`src/rtl/instr_fetch_stage_pkg.sv`:
```
// Shared CPU definitions for the instruction fetch stage: default sizing,
// the NOP encoding and the fetch FSM state encoding.
package instr_fetch_stage_pkg;

    localparam int DEFAULT_DEPTH = 32;
    localparam int DEFAULT_AW    = 5;

    localparam logic [31:0] NOP_INSTR = 32'h0000_0000;

    typedef enum logic [1:0] {
        IDLE = 2'd0,
        LOAD = 2'd1,
        RUN  = 2'd2,
        DONE = 2'd3
    } fetch_state_t;

endpackage

```
`src/rtl/instr_fetch_stage_mem.sv`:
```
// Instruction memory: DEPTH x 32 words, synchronous write, asynchronous read.
// Contents are never reset so a loaded program survives a reset pulse.
module instr_mem #(
    parameter int DEPTH = instr_fetch_stage_pkg::DEFAULT_DEPTH,
    parameter int AW    = instr_fetch_stage_pkg::DEFAULT_AW
) (
    input  logic          clk,
    input  logic          we,
    input  logic [AW-1:0] waddr,
    input  logic [31:0]   wdata,
    input  logic [AW-1:0] raddr,
    output logic [31:0]   rdata
);

    logic [31:0] mem [DEPTH];

    always_ff @(posedge clk) begin
        if (we) begin
            mem[waddr] <= wdata;
        end
    end

    assign rdata = mem[raddr];

endmodule

```
`src/rtl/instr_fetch_stage.sv`:
```
// Instruction fetch stage: loads a program into instr_mem, then streams it
// into the IF/ID register honouring stall and branch redirects.
module instr_fetch_stage #(
    parameter int DEPTH = instr_fetch_stage_pkg::DEFAULT_DEPTH,
    parameter int AW    = instr_fetch_stage_pkg::DEFAULT_AW
) (
    input  logic          clk,
    input  logic          Reset,
    input  logic          LoadInstructions,
    input  logic [31:0]   Instruction,
    input  logic          stall,
    input  logic          branch_taken,
    input  logic [AW-1:0] branch_target,
    output logic [31:0]   if_id_instr,
    output logic [AW-1:0] if_id_pc,
    output logic          if_id_valid,
    output logic [AW:0]   prog_len,
    output logic          load_full,
    output logic          running
);

    import instr_fetch_stage_pkg::*;

    fetch_state_t  state;
    fetch_state_t  state_next;
    // pc carries one extra bit so it can sit at prog_len == DEPTH without wrapping
    logic [AW:0]   pc;
    logic [AW:0]   pc_next;
    logic [AW-1:0] wr_ptr;
    logic [AW-1:0] wr_ptr_next;
    logic [AW:0]   len_next;
    logic [31:0]   instr_next;
    logic [AW-1:0] id_pc_next;
    logic          valid_next;
    logic          mem_we;
    logic [AW-1:0] mem_waddr;
    logic [31:0]   mem_rdata;

    instr_mem #(
        .DEPTH(DEPTH),
        .AW   (AW)
    ) u_mem (
        .clk  (clk),
        .we   (mem_we),
        .waddr(mem_waddr),
        .wdata(Instruction),
        .raddr(pc[AW-1:0]),
        .rdata(mem_rdata)
    );

    assign load_full = (prog_len == (AW+1)'(DEPTH));
    assign running   = (state == RUN);

    always_ff @(posedge clk or negedge Reset) begin
        if (!Reset) begin
            state <= IDLE;
        end else begin
            state <= state_next;
        end
    end

    always_ff @(posedge clk or negedge Reset) begin
        if (!Reset) begin
            pc          <= '0;
            wr_ptr      <= '0;
            if_id_instr <= NOP_INSTR;
            if_id_pc    <= '0;
            if_id_valid <= 1'b0;
        end else begin
            pc          <= pc_next;
            wr_ptr      <= wr_ptr_next;
            if_id_instr <= instr_next;
            if_id_pc    <= id_pc_next;
            if_id_valid <= valid_next;
        end
    end

    always_ff @(posedge clk) begin
        prog_len <= len_next;
    end

    always_comb begin
        state_next  = state;
        pc_next     = pc;
        wr_ptr_next = wr_ptr;
        len_next    = prog_len;
        instr_next  = if_id_instr;
        id_pc_next  = if_id_pc;
        valid_next  = if_id_valid;
        mem_we      = 1'b0;
        mem_waddr   = wr_ptr;

        // A load request outside LOAD always starts a fresh program at address 0
        if (LoadInstructions && (state != LOAD)) begin
            state_next  = LOAD;
            mem_we      = 1'b1;
            mem_waddr   = '0;
            wr_ptr_next = AW'(1);
            len_next    = (AW+1)'(1);
            pc_next     = '0;
            instr_next  = NOP_INSTR;
            valid_next  = 1'b0;
        end else begin
            case (state)
                IDLE: begin
                    pc_next    = '0;
                    instr_next = NOP_INSTR;
                    valid_next = 1'b0;
                    if (prog_len != '0) begin
                        state_next = RUN;
                    end
                end
                LOAD: begin
                    pc_next    = '0;
                    instr_next = NOP_INSTR;
                    valid_next = 1'b0;
                    if (!LoadInstructions) begin
                        state_next = IDLE;
                    end else if (!load_full) begin
                        mem_we      = 1'b1;
                        wr_ptr_next = wr_ptr + 1'b1;
                        len_next    = prog_len + 1'b1;
                    end
                end
                RUN: begin
                    if (branch_taken) begin
                        pc_next    = {1'b0, branch_target};
                        instr_next = NOP_INSTR;
                        valid_next = 1'b0;
                        if ({1'b0, branch_target} >= prog_len) begin
                            state_next = DONE;
                        end
                    end else if (!stall) begin
                        if (pc >= prog_len) begin
                            state_next = DONE;
                            instr_next = NOP_INSTR;
                            valid_next = 1'b0;
                        end else begin
                            instr_next = mem_rdata;
                            id_pc_next = pc[AW-1:0];
                            valid_next = 1'b1;
                            pc_next    = pc + 1'b1;
                        end
                    end
                end
                DONE: begin
                    instr_next = NOP_INSTR;
                    valid_next = 1'b0;
                end
                default: begin
                    state_next = IDLE;
                end
            endcase
        end
    end

endmodule

```
`config.mk`:
```
export PLATFORM = sky130hd
export DESIGN_NAME = instr_fetch_stage
export DESIGN_NICKNAME = d
export VERILOG_FILES = /design/src/rtl/instr_fetch_stage_pkg.sv /design/src/rtl/instr_fetch_stage_mem.sv /design/src/rtl/instr_fetch_stage.sv
export SDC_FILE = /design/constraint.sdc
export NUM_CORES = 1
export LEC_CHECK = 0
export BUFFER_PORTS_ARGS = -buffer_cell sky130_fd_sc_hd__buf_2
export CAP_MARGIN = 10
export CORE_MARGIN = 3
export CORE_UTILIZATION = 30
export CTS_CLUSTER_SIZE = 8
export DETAILED_ROUTE_END_ITERATION = 8
export HOLD_SLACK_MARGIN = 0.15
export PLACE_DENSITY = 0.49
export RECOVER_POWER = 100
export SLEW_MARGIN = 20
export SYNTH_ARGS = -nofsm -noshare
export SYNTH_HDL_FRONTEND = slang
export SYNTH_SLANG_ARGS = --single-unit
```
`constraint.sdc`:
```
create_clock -name clk -period 3.5 [get_ports clk]
set_clock_uncertainty 0.05 [all_clocks]
set_input_delay 0.525 -clock clk [delete_from_list [all_inputs] [get_ports clk]]
set_output_delay 0.525 -clock clk [all_outputs]
set_load 0.01 [all_outputs]
```
## Word level (Yosys, flattened, before mapping)

Memories as Yosys holds them, arrays and structs flattened.
Index checks and enable logic that the tools add are counted.

| cells by class | value |
|---|---|
| add/sub/neg operators | 3 |
| magnitude comparators | 2 |
| eq/ne operators | 12 |
| mux-type cells | 34 |
| bitwise gates (word level) | 5 |
| reduce and logical (&&, ||, !) cells | 14 |

Operators with widths:

| kind | number |
|---|---|
| $mux W32 | 4 |
| $pmux W32 S2 | 1 |
| $mux W5 | 5 |
| $mux W6 | 4 |
| $mux W2 | 7 |
| $add A6 B1 Y6 const B | 2 |
| $pmux W6 S2 | 1 |
| $mux W1 | 10 |
| $reduce_and A3 Y1 | 3 |
| $ne A4 B2 Y1 const B | 2 |
| $eq A6 B6 Y1 const B | 1 |
| $ge A5 B6 Y1 | 1 |
| $ge A6 B6 Y1 | 1 |
| $ne A3 B3 Y1 const B | 2 |
| $pmux W2 S3 | 1 |
| $reduce_and A6 Y1 | 1 |
| $reduce_bool A6 Y1 | 1 |
| $add A5 B1 Y5 const B | 1 |
| $not A1 Y1 | 5 |
| $reduce_and A5 Y1 | 1 |
| $eq A2 B2 Y1 const B | 2 |
| $ne A2 B1 Y1 const B | 2 |
| $ne A4 B3 Y1 const B | 1 |
| $ne A4 B4 Y1 const B | 1 |
| other kinds (9) | 10 |

| word-level totals | value |
|---|---|
| flip-flop bits (word level) | 57 |
| memory bits (writable) | 1,024 |
| input port bits | 42 |
| output and inout bits | 46 |
| word-level logic and storage cells | 78 |
| memories | 1 |

Memory list:

| memory | words | width | rd ports | clocked after Yosys merged registers in | write ports | RTL line | RTL |
|---|---|---|---|---|---|---|---|
| u_mem.mem | 32 | 32 | 1 | 0 | 1 | instr_fetch_stage_mem.sv:15 | `logic [31:0] mem [DEPTH];` |

## Logic depth before layout (Yosys ltp)

Gate-level depths: netlist of run 1.

| logic depth | value |
|---|---|
| depth after elaboration | 7 |
| gate-level depth with buffers | 13 |

## Cells and area by module

From an unflattened synthesis of run 1, not the netlist that was laid out.

| unflattened totals | value |
|---|---|
| cell total of the unflattened synthesis | 2,471 |
| area, all modules | 42,559.6 um^2 |

Modules (own cells, without submodules):

| module | times used | cells each | area an instance (um^2) |
|---|---|---|---|
| instr_mem | 1 | 2,228 | 39,847.0 |
| instr_fetch_stage | 1 | 243 | 2,712.6 |

## Worst setup path before layout of run 1

No wires, ideal clock.

| path | value |
|---|---|
| path kind | register -> register |
| start point | register prog_len[0] |
| end point | memory u_mem.mem[23][0], enable pin |
| setup time | 0.421 ns |
| arrival | 3.435 ns |
| path slack | -0.406 ns |
| cell stages (with the launch flop) | 10 |
| buffers on the path | 2 |
| cell sequence | dfxtp_1 > inv_1 > ha_1 > nor4b_1 > a21boi_1 > and3_1 > clkbuf_1 > clkbuf_1 > nand3_1 > nor2_1 |

| between the ends | value |
|---|---|
| cells in the longest elaborated chain, start to end | 7 |

Ends and longest elaborated chain:

| element | RTL line | RTL |
|---|---|---|
| start, declared | instr_fetch_stage.sv:17 | `output logic [AW:0] prog_len,` |
| start signal, assigned | instr_fetch_stage.sv:79 | `prog_len <= len_next;` |
| $eq A6 B6 Y1 | instr_fetch_stage.sv:51 | `assign load_full = (prog_len == (AW+1)'(DEPTH));` |
| $mux W1 | instr_fetch_stage.sv:119 | `end else if (!load_full) begin` |
| $mux W1 | instr_fetch_stage.sv:117 | `if (!LoadInstructions) begin` |
| $mux W1 | instr_fetch_stage.sv:104 | `case (state)` |
| $mux W1 | instr_fetch_stage.sv:94 | `if (LoadInstructions && (state != LOAD)) begin` |
| $mux W1 | instr_fetch_stage_mem.sv:18 | `if (we) begin` |
| $mux W1 (not written as such) | instr_fetch_stage_mem.sv:19 | `mem[waddr] <= wdata;` |
| end, declared | instr_fetch_stage_mem.sv:15 |  |

No other way between the ends.

## Worst setup path in the final report of run 1

| path | value |
|---|---|
| start point | register prog_len[0] |
| end point | memory u_mem.mem[7][1], enable pin |

Same word-level chain as after synthesis.

==> insert_results.sql, run 1 <==
INSERT INTO impl_metrics (metric_group, metric, value, unit) VALUES
('global_route', 'grt_start_max_net_pins', '105', ''),
('die', 'die_width', '378.9', 'um'),
('die', 'placement_rows', '136', ''),
('global_route', 'global_route_usage_sum', '15.18', '%'),
('placed_design', 'portBuffers', '87', ''),
('global_route', 'first_global_vias', '21530', ''),
('sta', 'final.period_utilization', '88.67', '%'),
('logic_synthesis', 'number_of_synthesized_register_bits', '1081', ''),
('sta', 'timing_max_transition_violations_final', '270', ''),
('final_layout', 'drive_above_1_share', '26.53', '%'),
('logic_synthesis', 'post_synth_mux_area_share', '16.43', '%'),
('route', 'antenna_violating_nets_post_route', '0', ''),
('route', 'routedWlPerCell', '27.00', 'um'),
('route', 'drt_pre_antenna_iters', '5', ''),
('sta', 'finalHoldViolCount', '0', ''),
('clocking', 'clk_pin_slew_worst_paths', '0.05', 'ns'),
('logic_synthesis', 'synthTopCellsByCount', 'sky130_fd_sc_hd__edfxtp_1 (1,024), sky130_fd_sc_hd__mux4_2 (288), sky130_fd_sc_hd__a211oi_1 (66), sky130_fd_sc_hd__nor2b_1 (64), sky130_fd_sc_hd__clkbuf_1 (57)', ''),
('clocking', 'postCtsSetupBuffers', '0', ''),
('final_layout', 'fillers', '12670', ''),
('sta', 'period_minus_slack', '3.103', 'ns'),
('logic_synthesis', 'syn-num-nets', '1909', ''),
('placed_design', 'dpl.cell_count', '3730', ''),
('die', 'floorplan.die_area', '143500', 'um2'),
('sta', 'setup-violations-final', '0', ''),
('die', 'die_height', '378.9', 'um'),
('logic_synthesis', 'yosysWarnings', '0', ''),
('outcome', 'outcome', 'finished, violations left', ''),
('clocking', 'cts.sinks', '1081', ''),
('logic_synthesis', 'synthFlopType', 'sky130_fd_sc_hd__edfxtp_1', ''),
('clocking', 'cts_tree', 'built', ''),
('route', 'via_count', '19930', ''),
('setup_path', 'worstReg2RegStart', 'prog_len[0]$_SDFFE_PP1P_', ''),
('global_route', 'grt_antenna_before_repair', '8', ''),
('logic_synthesis', 'post_synth_instance_area', '41710', 'um2'),
('final_layout', 'syn_to_final_growth', '18.69', '%'),
('final_layout', 'finish.instance_area', '49500', 'um2'),
('setup_path', 'cp.required', '3.80', 'ns'),
('logic_synthesis', 'synth_cell_type_count', '49', ''),
('final_layout', 'finish.net_count', '2157', ''),
('logic_synthesis', 'synth.yosys.seq_area_share', '77.08', '%'),
('placed_design', 'gpl.final_weighted_congestion', '0.7433', ''),
('sta', 'setup-tns-final', '0', 'ns'),
('logic_synthesis', 'yosys.area_share.adder', '0.4500', '%'),
('pwr', 'power_leakage', '15.29', 'nW'),
('die', 'io-pin-count', '88', ''),
('logic_synthesis', 'compound_gate_portion_of_the_synthesized_area', '2.403', '%'),
('logic_synthesis', 'synth-simple-area-share', '2.169', '%'),
('die', 'core_region_area', '137800', 'um2'),
('final_layout', 'layoutNonFillerInstCount', '3990', ''),
('setup_path', 'critPathKind', 'flip-flop to flip-flop', ''),
('sta', 'post-route-worst-setup-slack', '0.3967', 'ns'),
('min_path', 'worstHoldPathType', 'flip-flop to flip-flop', ''),
('setup_path', 'timing.critical_path.arrival', '3.41', 'ns'),
('logic_synthesis', 'yosys.area.top_type', 'sky130_fd_sc_hd__edfxtp_1', ''),
('logic_synthesis', 'synthesis.area_per_instance', '22.52', 'um2'),
('pwr', 'comb_power_share', '4.8', '%'),
('clocking', 'cts_htree_levels', '4', ''),
('pwr', 'p_sw', '6.229', 'mW'),
('pwr', 'sequentialPowerShare', '49.6', '%'),
('clocking', 'max-clock-path-buffers', '3', ''),
('placed_design', 'area_of_placed_instances', '45450', 'um2'),
('logic_synthesis', 'syn-instance-count', '1852', ''),
('final_layout', 'finish.utilization', '35.91', '%'),
('flow_run', 'max_cap_violations', '10', ''),
('placed_design', 'hpwlAfterDp', '60220', 'um'),
('outcome', 'violations', 'capacitance limit, slew limit', ''),
('placed_design', 'detailedPlace.worstSlack', '0.5662', 'ns'),
('route', 'remaining_drc_errors', '0', ''),
('pwr', 'fraction_of_power_spent_switching_nets', '21.16', '%'),
('min_path', 'hold_path.startpoint', 'if_id_pc[3]$_DFFE_PN0P_', ''),
('logic_synthesis', 'synth_top_area_share', '73.73', '%');
## layer usage
layer / global-route usage [%] / vias to the layer above / share of wire (%) / wire, um
li1: - / 8341 / - / -
met1: 19.86 / 10940 / 43 / 46260
met2: 25.39 / 478 / 50 / 53760
met3: 2.862 / 172 / 4.5 / 4808
met4: 5.247 / 6 / 2.7 / 2865
met5: 0 / - / 0.032 / 34
## worst paths after layout
| kind | end | cells after the start |
|---|---|---|
| max | u_mem.mem[7][1]$_DFFE_PP_ | 10 |
| min | if_id_pc[3]$_DFFE_PN0P_ | 2 |
| max reg2reg | u_mem.mem[7][1]$_DFFE_PP_ | 10 |
| min reg2reg | if_id_pc[3]$_DFFE_PN0P_ | 2 |
| max in group asynchronous | if_id_instr[15]$_DFFE_PN0P_ | 3 |
| min in group asynchronous | state[1]$_DFFE_PN0P_ | 2 |
## placed cells by master (no fill, tap or decap), types with 6 or more instances in the layout
cell and instances:
sky130_fd_sc_hd__nand2_1 24, sky130_fd_sc_hd__buf_4 38, sky130_fd_sc_hd__nand4_1 6, sky130_fd_sc_hd__nor2_1 34
sky130_fd_sc_hd__edfxtp_1 1024, sky130_fd_sc_hd__dfxtp_1 6, sky130_fd_sc_hd__nor2b_1 64, sky130_fd_sc_hd__mux2i_1 33
sky130_fd_sc_hd__a211o_1 32, sky130_fd_sc_hd__mux4_2 288, sky130_fd_sc_hd__inv_1 12, sky130_fd_sc_hd__a21oi_1 9
sky130_fd_sc_hd__buf_12 33, sky130_fd_sc_hd__clkbuf_1 172, sky130_fd_sc_hd__dlygate4sd3_1 9, sky130_fd_sc_hd__buf_2 10
sky130_fd_sc_hd__a211oi_1 66, sky130_fd_sc_hd__clkbuf_16 157, sky130_fd_sc_hd__ha_1 15, sky130_fd_sc_hd__dfrtp_1 47
sky130_fd_sc_hd__nor2_4 16, sky130_fd_sc_hd__clkbuf_4 6, sky130_fd_sc_hd__clkbuf_2 10
## worst max-delay path: stages (launching register included)
cell and delay [ns]:
sky130_fd_sc_hd__dfxtp_1 0.45, sky130_fd_sc_hd__inv_1 0.10, sky130_fd_sc_hd__ha_1 0.21, sky130_fd_sc_hd__nor4b_1 0.17, sky130_fd_sc_hd__a21boi_0 0.24, sky130_fd_sc_hd__and3_1 0.28
sky130_fd_sc_hd__buf_4 0.21, sky130_fd_sc_hd__nand3_1 0.10, sky130_fd_sc_hd__buf_4 0.21, sky130_fd_sc_hd__nor2_4 0.12, sky130_fd_sc_hd__clkbuf_2 0.55
## state kept, by name, summed over array words and instances (netlist names)
| register | count |
|---|---|
| pc | 6 |
| if_id_valid | 1 |
| u_mem.mem | 1024 |
| prog_len | 6 |
| if_id_pc | 5 |
| state | 2 |
| wr_ptr | 5 |
| if_id_instr | 32 |
## power by group through the flow
stage | Sequential, mW | Clock (mW) | Combinational (mW)
after floorplan | 14.8 | 0 | 0.790
after global placement | 14.8 | 0 | 1.47
after detailed placement | 14.8 | 0 | 1.50
after CTS | 14.6 | 13.8 | 1.51
after global routing | 14.6 | 14.4 | 1.54
final | 14.6 | 13.4 | 1.42
## final cells by class
| type | instances | area (um2) | share of cell area (%) |
|---|---|---|---|
| clock buffer | 240 | 4240 | 8.566 |
| tap | 1794 | 2245 | 4.535 |
| timing repair buffer | 197 | 1538 | 3.106 |
| multi-input combinational | 653 | 9155 | 18.49 |
| clock inverter | 9 | 105.1 | 0.2123 |
| antenna | 2 | 5.005 | 0.01011 |
| inverter | 14 | 52.55 | 0.1062 |
| sequential | 1081 | 32160 | 64.97 |
## timing repair
item / CTS / global route
resized for setup: 0 / 0
hold buffers: 9 / 0
endpoints found under the hold margin: 46 / 0
setup endpoints to repair: 0 / 0
## logic make-up (layout without fill, tap and decap cells)
| kind of cell | Yosys count | count (layout) |
|---|---|---|
| AOI/OAI and AO/OA | 132 | 132 |
| other | 0 | 2 |
| buffers and inverters | 118 | 460 |
| muxes | 324 | 324 |
| adders and majority gates | 15 | 15 |
| DFF | 1081 | 1081 |
| xor gates and xnor gates | 8 | 8 |
| and+or+nand+nor | 174 | 174 |
Note: power is estimated with default switching activity, not from simulation.
==> run 2: changes to the inputs <==
--- a/config.mk
+++ b/config.mk
@@ -17,4 +17,5 @@
 export SLEW_MARGIN = 20
 export SYNTH_ARGS = -nofsm -noshare
 export SYNTH_HDL_FRONTEND = slang
+export SYNTH_HIERARCHICAL = 1
 export SYNTH_SLANG_ARGS = --single-unit
==> insert_results.sql, run 2 <==
INSERT INTO impl_metrics (metric_group, metric, value, unit) VALUES
('final_layout', 'finish.instance_area', '50320', 'um2'),
('clocking', 'cts_htree_levels', '4', ''),
('sta', 'relSlewSlack', '-19.12', '%'),
('route', 'routedWlPerCell', '24.25', 'um'),
('placed_design', 'area_of_placed_instances', '46180', 'um2'),
('sta', 'fmaxAchievable', '303.1', 'MHz'),
('final_layout', 'fillers', '13190', ''),
('logic_synthesis', 'synth_top_area_share', '72.25', '%'),
('outcome', 'outcome', 'finished, violations left', ''),
('placed_design', 'hpwlAfterDp', '67720', 'um'),
('route', 'drt_pre_antenna_iters', '6', ''),
('final_layout', 'syn_to_final_growth', '18.24', '%'),
('min_path', 'hold_path.startpoint', 'branch_target[3]', ''),
('min_path', 'timing.hold.worst_endpoint', 'pc[3]$_DFFE_PN0P_', ''),
('final_layout', 'drive_above_1_share', '11.56', '%'),
('logic_synthesis', 'most_frequent_cell_after_synthesis', 'sky130_fd_sc_hd__edfxtp_1', ''),
('sta', 'post-route-worst-setup-slack', '0.2003', 'ns'),
('sta', 'actual_slew_at_the_worst_max_slew_pin', '1.787', 'ns'),
('final_layout', 'layoutNonFillerInstCount', '4665', ''),
('logic_synthesis', 'synth_edf_count', '1024', ''),
('setup_path', 'end_kind', 'flip-flop', ''),
('placed_design', 'detailedPlace.worstSlack', '0.1552', 'ns'),
('setup_path', 'worstReg2RegStart', 'prog_len[1]$_SDFFE_PP0P_', ''),
('route', 'remaining_drc_errors', '0', ''),
('die', 'die_width', '382.7', 'um'),
('die', 'floorplan.die_area', '146400', 'um2'),
('logic_synthesis', 'synthTopCellsByCount', 'sky130_fd_sc_hd__edfxtp_1 (1,024), sky130_fd_sc_hd__mux2i_1 (514), sky130_fd_sc_hd__nand2_1 (117), sky130_fd_sc_hd__nand3_1 (106), sky130_fd_sc_hd__a21oi_1 (105)', ''),
('outcome', 'violations', 'capacitance limit, slew limit', ''),
('sta', 'final.period_utilization', '94.28', '%'),
('route', 'antenna_violating_nets_post_route', '0', ''),
('setup_path', 'timing.critical_path.fanout_max', '23', ''),
('global_route', 'first_global_vias', '23560', ''),
('die', 'die_height', '382.7', 'um'),
('sta', 'rsz_0062_raised_after_global_routing', 'false', ''),
('die', 'initial_utilization', '30.35', '%'),
('die', 'core_region_area', '140200', 'um2'),
('sta', 'setup-violations-final', '0', ''),
('clocking', 'clk_latency', '0.73', 'ns'),
('route', 'wl', '113100', 'um'),
('setup_path', 'start_kind', 'flip-flop', ''),
('logic_synthesis', 'post_synth_instance_area', '42560', 'um2'),
('setup_path', 'critPathKind', 'flip-flop to flip-flop', ''),
('clocking', 'cts-buffers-inserted', '153', ''),
('die', 'placement_rows', '137', ''),
('logic_synthesis', 'synthFlopType', 'sky130_fd_sc_hd__edfxtp_1', ''),
('final_layout', 'layout.cells.most_common_list', 'sky130_fd_sc_hd__edfxtp_1 (1,024), sky130_fd_sc_hd__mux2i_1 (514), sky130_fd_sc_hd__clkbuf_1 (165)', ''),
('setup_path', 'ff2ff_setup_slack', '0.20', 'ns'),
('die', 'io-pin-count', '88', ''),
('setup_path', 'reg2regPathDepth', '11', ''),
('pwr', 'power_leakage', '15.47', 'nW'),
('logic_synthesis', 'synthesis.area_per_instance', '17.22', 'um2'),
('global_route', 'grt_overflow', '0', ''),
('clocking', 'root_buffer', 'sky130_fd_sc_hd__clkbuf_16', ''),
('min_path', 'worstHoldPathType', 'primary input to flip-flop', ''),
('logic_synthesis', 'yosys.area.top_type', 'sky130_fd_sc_hd__edfxtp_1', ''),
('logic_synthesis', 'asyncSetResetFlopFracSynth', '4.718', '%'),
('logic_synthesis', 'syn-instance-count', '2471', ''),
('min_path', 'min_path_cells', '4', ''),
('flow_run', 'max_cap_violations', '25', ''),
('clocking', 'max-clock-path-buffers', '3', ''),
('clocking', 'clk_pin_slew_worst_paths', '0.05', 'ns'),
('clocking', 'cts.sinks', '1081', ''),
('sta', 'timing_max_transition_violations_final', '844', ''),
('sta', 'period_minus_slack', '3.300', 'ns'),
('logic_synthesis', 'syn-num-nets', '2528', ''),
('placed_design', 'gpl.final_weighted_congestion', '0.7938', ''),
('clocking', 'post_cts.resized_instances', '0', ''),
('global_route', 'global_route_usage_sum', '15.33', '%'),
('final_layout', 'largestRegisters', 'u_mem/mem (1024), if_id_instr (32)', ''),
('global_route', 'grt_start_max_net_pins', '81', ''),
('placed_design', 'dpl.cell_count', '4410', ''),
('setup_path', 'timing.rr.end', 'u_mem/mem[3][23]$_DFFE_PP_', ''),
('logic_synthesis', 'synth.yosys.seq_area_share', '75.53', '%'),
('final_layout', 'layout_commonest_cell', 'sky130_fd_sc_hd__edfxtp_1', ''),
('global_route', 'grt_pass1_wl', '164000', 'um'),
('final_layout', 'finish.net_count', '2760', ''),
('clocking', 'cts_tree', 'built', ''),
('logic_synthesis', 'number_of_synthesized_register_bits', '1081', ''),
('global_route', 'grt_antenna_before_repair', '2', ''),
('route', 'dr.first_iter.drc_count', '1870', ''),
('final_layout', 'largest_register_ff_count', '1024', ''),
('setup_path', 'cp.required', '3.85', 'ns'),
('final_layout', 'register_with_the_most_flip_flops', 'u_mem/mem', ''),
('placed_design', 'portBuffers', '87', ''),
('sta', 'finalHoldViolCount', '0', ''),
('route', 'via_count', '23010', ''),
('route', 'detail_route.vias_per_cell', '4.932', ''),
('setup_path', 'timing.critical_path.arrival', '3.65', 'ns'),
('logic_synthesis', 'synth_cell_type_count', '49', ''),
('pwr', 'cellPowerDensity', '637.1', 'nW/um2'),
('logic_synthesis', 'leading_cell_types_by_total_area_after_synthesis', 'sky130_fd_sc_hd__edfxtp_1 (72%), sky130_fd_sc_hd__mux2i_1 (12%), sky130_fd_sc_hd__dfrtp_1 (3.0%)', ''),
('pwr', 'vdd.ir_drop.worst', '393.9', 'uV'),
('logic_synthesis', 'yosysWarnings', '6', '');
[run 2: cell count changes in the layout (fill, tap and decap cells not counted), moves of 95 or more]
| cell | change |
|---|---|
| sky130_fd_sc_hd__a22o_1 | +97 |
| sky130_fd_sc_hd__a22oi_1 | +95 |
| sky130_fd_sc_hd__mux2i_1 | +481 |
| sky130_fd_sc_hd__nand3_1 | +101 |
| sky130_fd_sc_hd__a21oi_1 | +96 |
| sky130_fd_sc_hd__mux4_2 | -288 |
[run 2: what timing repair did]
action	in CTS	in global routing
endpoints found under the setup margin	0	0
hold buffers	7	0
endpoints found under the hold margin	57	0
buffers inserted	0	0
[run 2: how the worst max path moves through the flow]
| stage | cells after the start | start | endpoint | slack [ns] |
|---|---|---|---|---|
| 4_1_cts | 9 | prog_len[1]$_SDFFE_PP0P_ | u_mem/mem[22][7]$_DFFE_PP_ | 0.14 |
| 3_5_place_dp | 9 | prog_len[1]$_SDFFE_PP0P_ | u_mem/mem[22][9]$_DFFE_PP_ | 0.16 |
| 3_3_place_gp | 10 | prog_len[1]$_SDFFE_PP0P_ | u_mem/mem[21][8]$_DFFE_PP_ | 0.21 |
| 2_1_floorplan | 9 | prog_len[0]$_SDFFE_PP1P_ | u_mem/mem[24][0]$_DFFE_PP_ | -0.33 |
| 5_1_grt | 11 | prog_len[1]$_SDFFE_PP0P_ | u_mem/mem[31][4]$_DFFE_PP_ | 0.07 |
| 6_report | 11 | prog_len[1]$_SDFFE_PP0P_ | u_mem/mem[3][23]$_DFFE_PP_ | 0.20 |
[run 2: cell families after synthesis]
logic type                 count (synthesis)  share of synthesized area, %
DFF                                     1081                         75.53
and+or+nand+nor                          345                         3.778
xor gates and xnor gates                   6                        0.1235
muxes                                    520                         12.25
adders and majority gates                 15                        0.4410
AOI/OAI and AO/OA                        355                         5.824
buffers and inverters                    149                         2.055
[run 2: report_power, final]
part / internal, mW / switching, mW
Combinational: 1.34 / 2.51
Clock: 8.14 / 5.14
Sequential: 14.8 / 0.174
[run 2: worst max-delay path, stage by stage (launching register included)]
cell and delay (ns):
sky130_fd_sc_hd__dfxtp_1 0.39, sky130_fd_sc_hd__inv_1 0.09, sky130_fd_sc_hd__ha_1 0.18, sky130_fd_sc_hd__nor4b_1 0.18
sky130_fd_sc_hd__and2_0 0.20, sky130_fd_sc_hd__nand2b_1 0.18, sky130_fd_sc_hd__nand2_1 0.18, sky130_fd_sc_hd__nand3_1 0.10
sky130_fd_sc_hd__buf_4 0.18, sky130_fd_sc_hd__clkbuf_1 0.19, sky130_fd_sc_hd__nor2_2 0.71, sky130_fd_sc_hd__buf_12 0.30
[run 2: layer usage]
layer	up-vias	global-route usage, %	part of all wire, %
met5	-	0	0
met4	0	5.052	2.5
met3	197	3.222	4.6
met2	554	25.56	49
met1	11970	19.88	44
li1	10290	-	-
[run 2: cell type report]
cell class | instances | area, um2 | share of cell area (%)
Sequential cell | 1081 | 32150 | 63.89
Multi-Input combinational cell | 1241 | 9733 | 19.34
Clock buffer | 229 | 4156 | 8.260
Tap cell | 1876 | 2347 | 4.664
Timing Repair Buffer | 215 | 1745 | 3.469
Clock inverter | 9 | 141.4 | 0.2810
Inverter | 11 | 41.29 | 0.08205
Antenna cell | 3 | 7.507 | 0.01492
[run 2: through the flow]
stage	utilization [%]	hold WS [ns]	power [mW]	setup TNS [ns]
final	35.89	0.2668	32.06	0
after global placement	32.89	0.4208	19.06	0
after CTS	36.05	0.1831	32.57	0
after floorplan	-	0.1794	17.37	-84.55
after detailed placement	32.93	0.4224	19.14	0
after global routing	35.88	0.2397	33.32	0
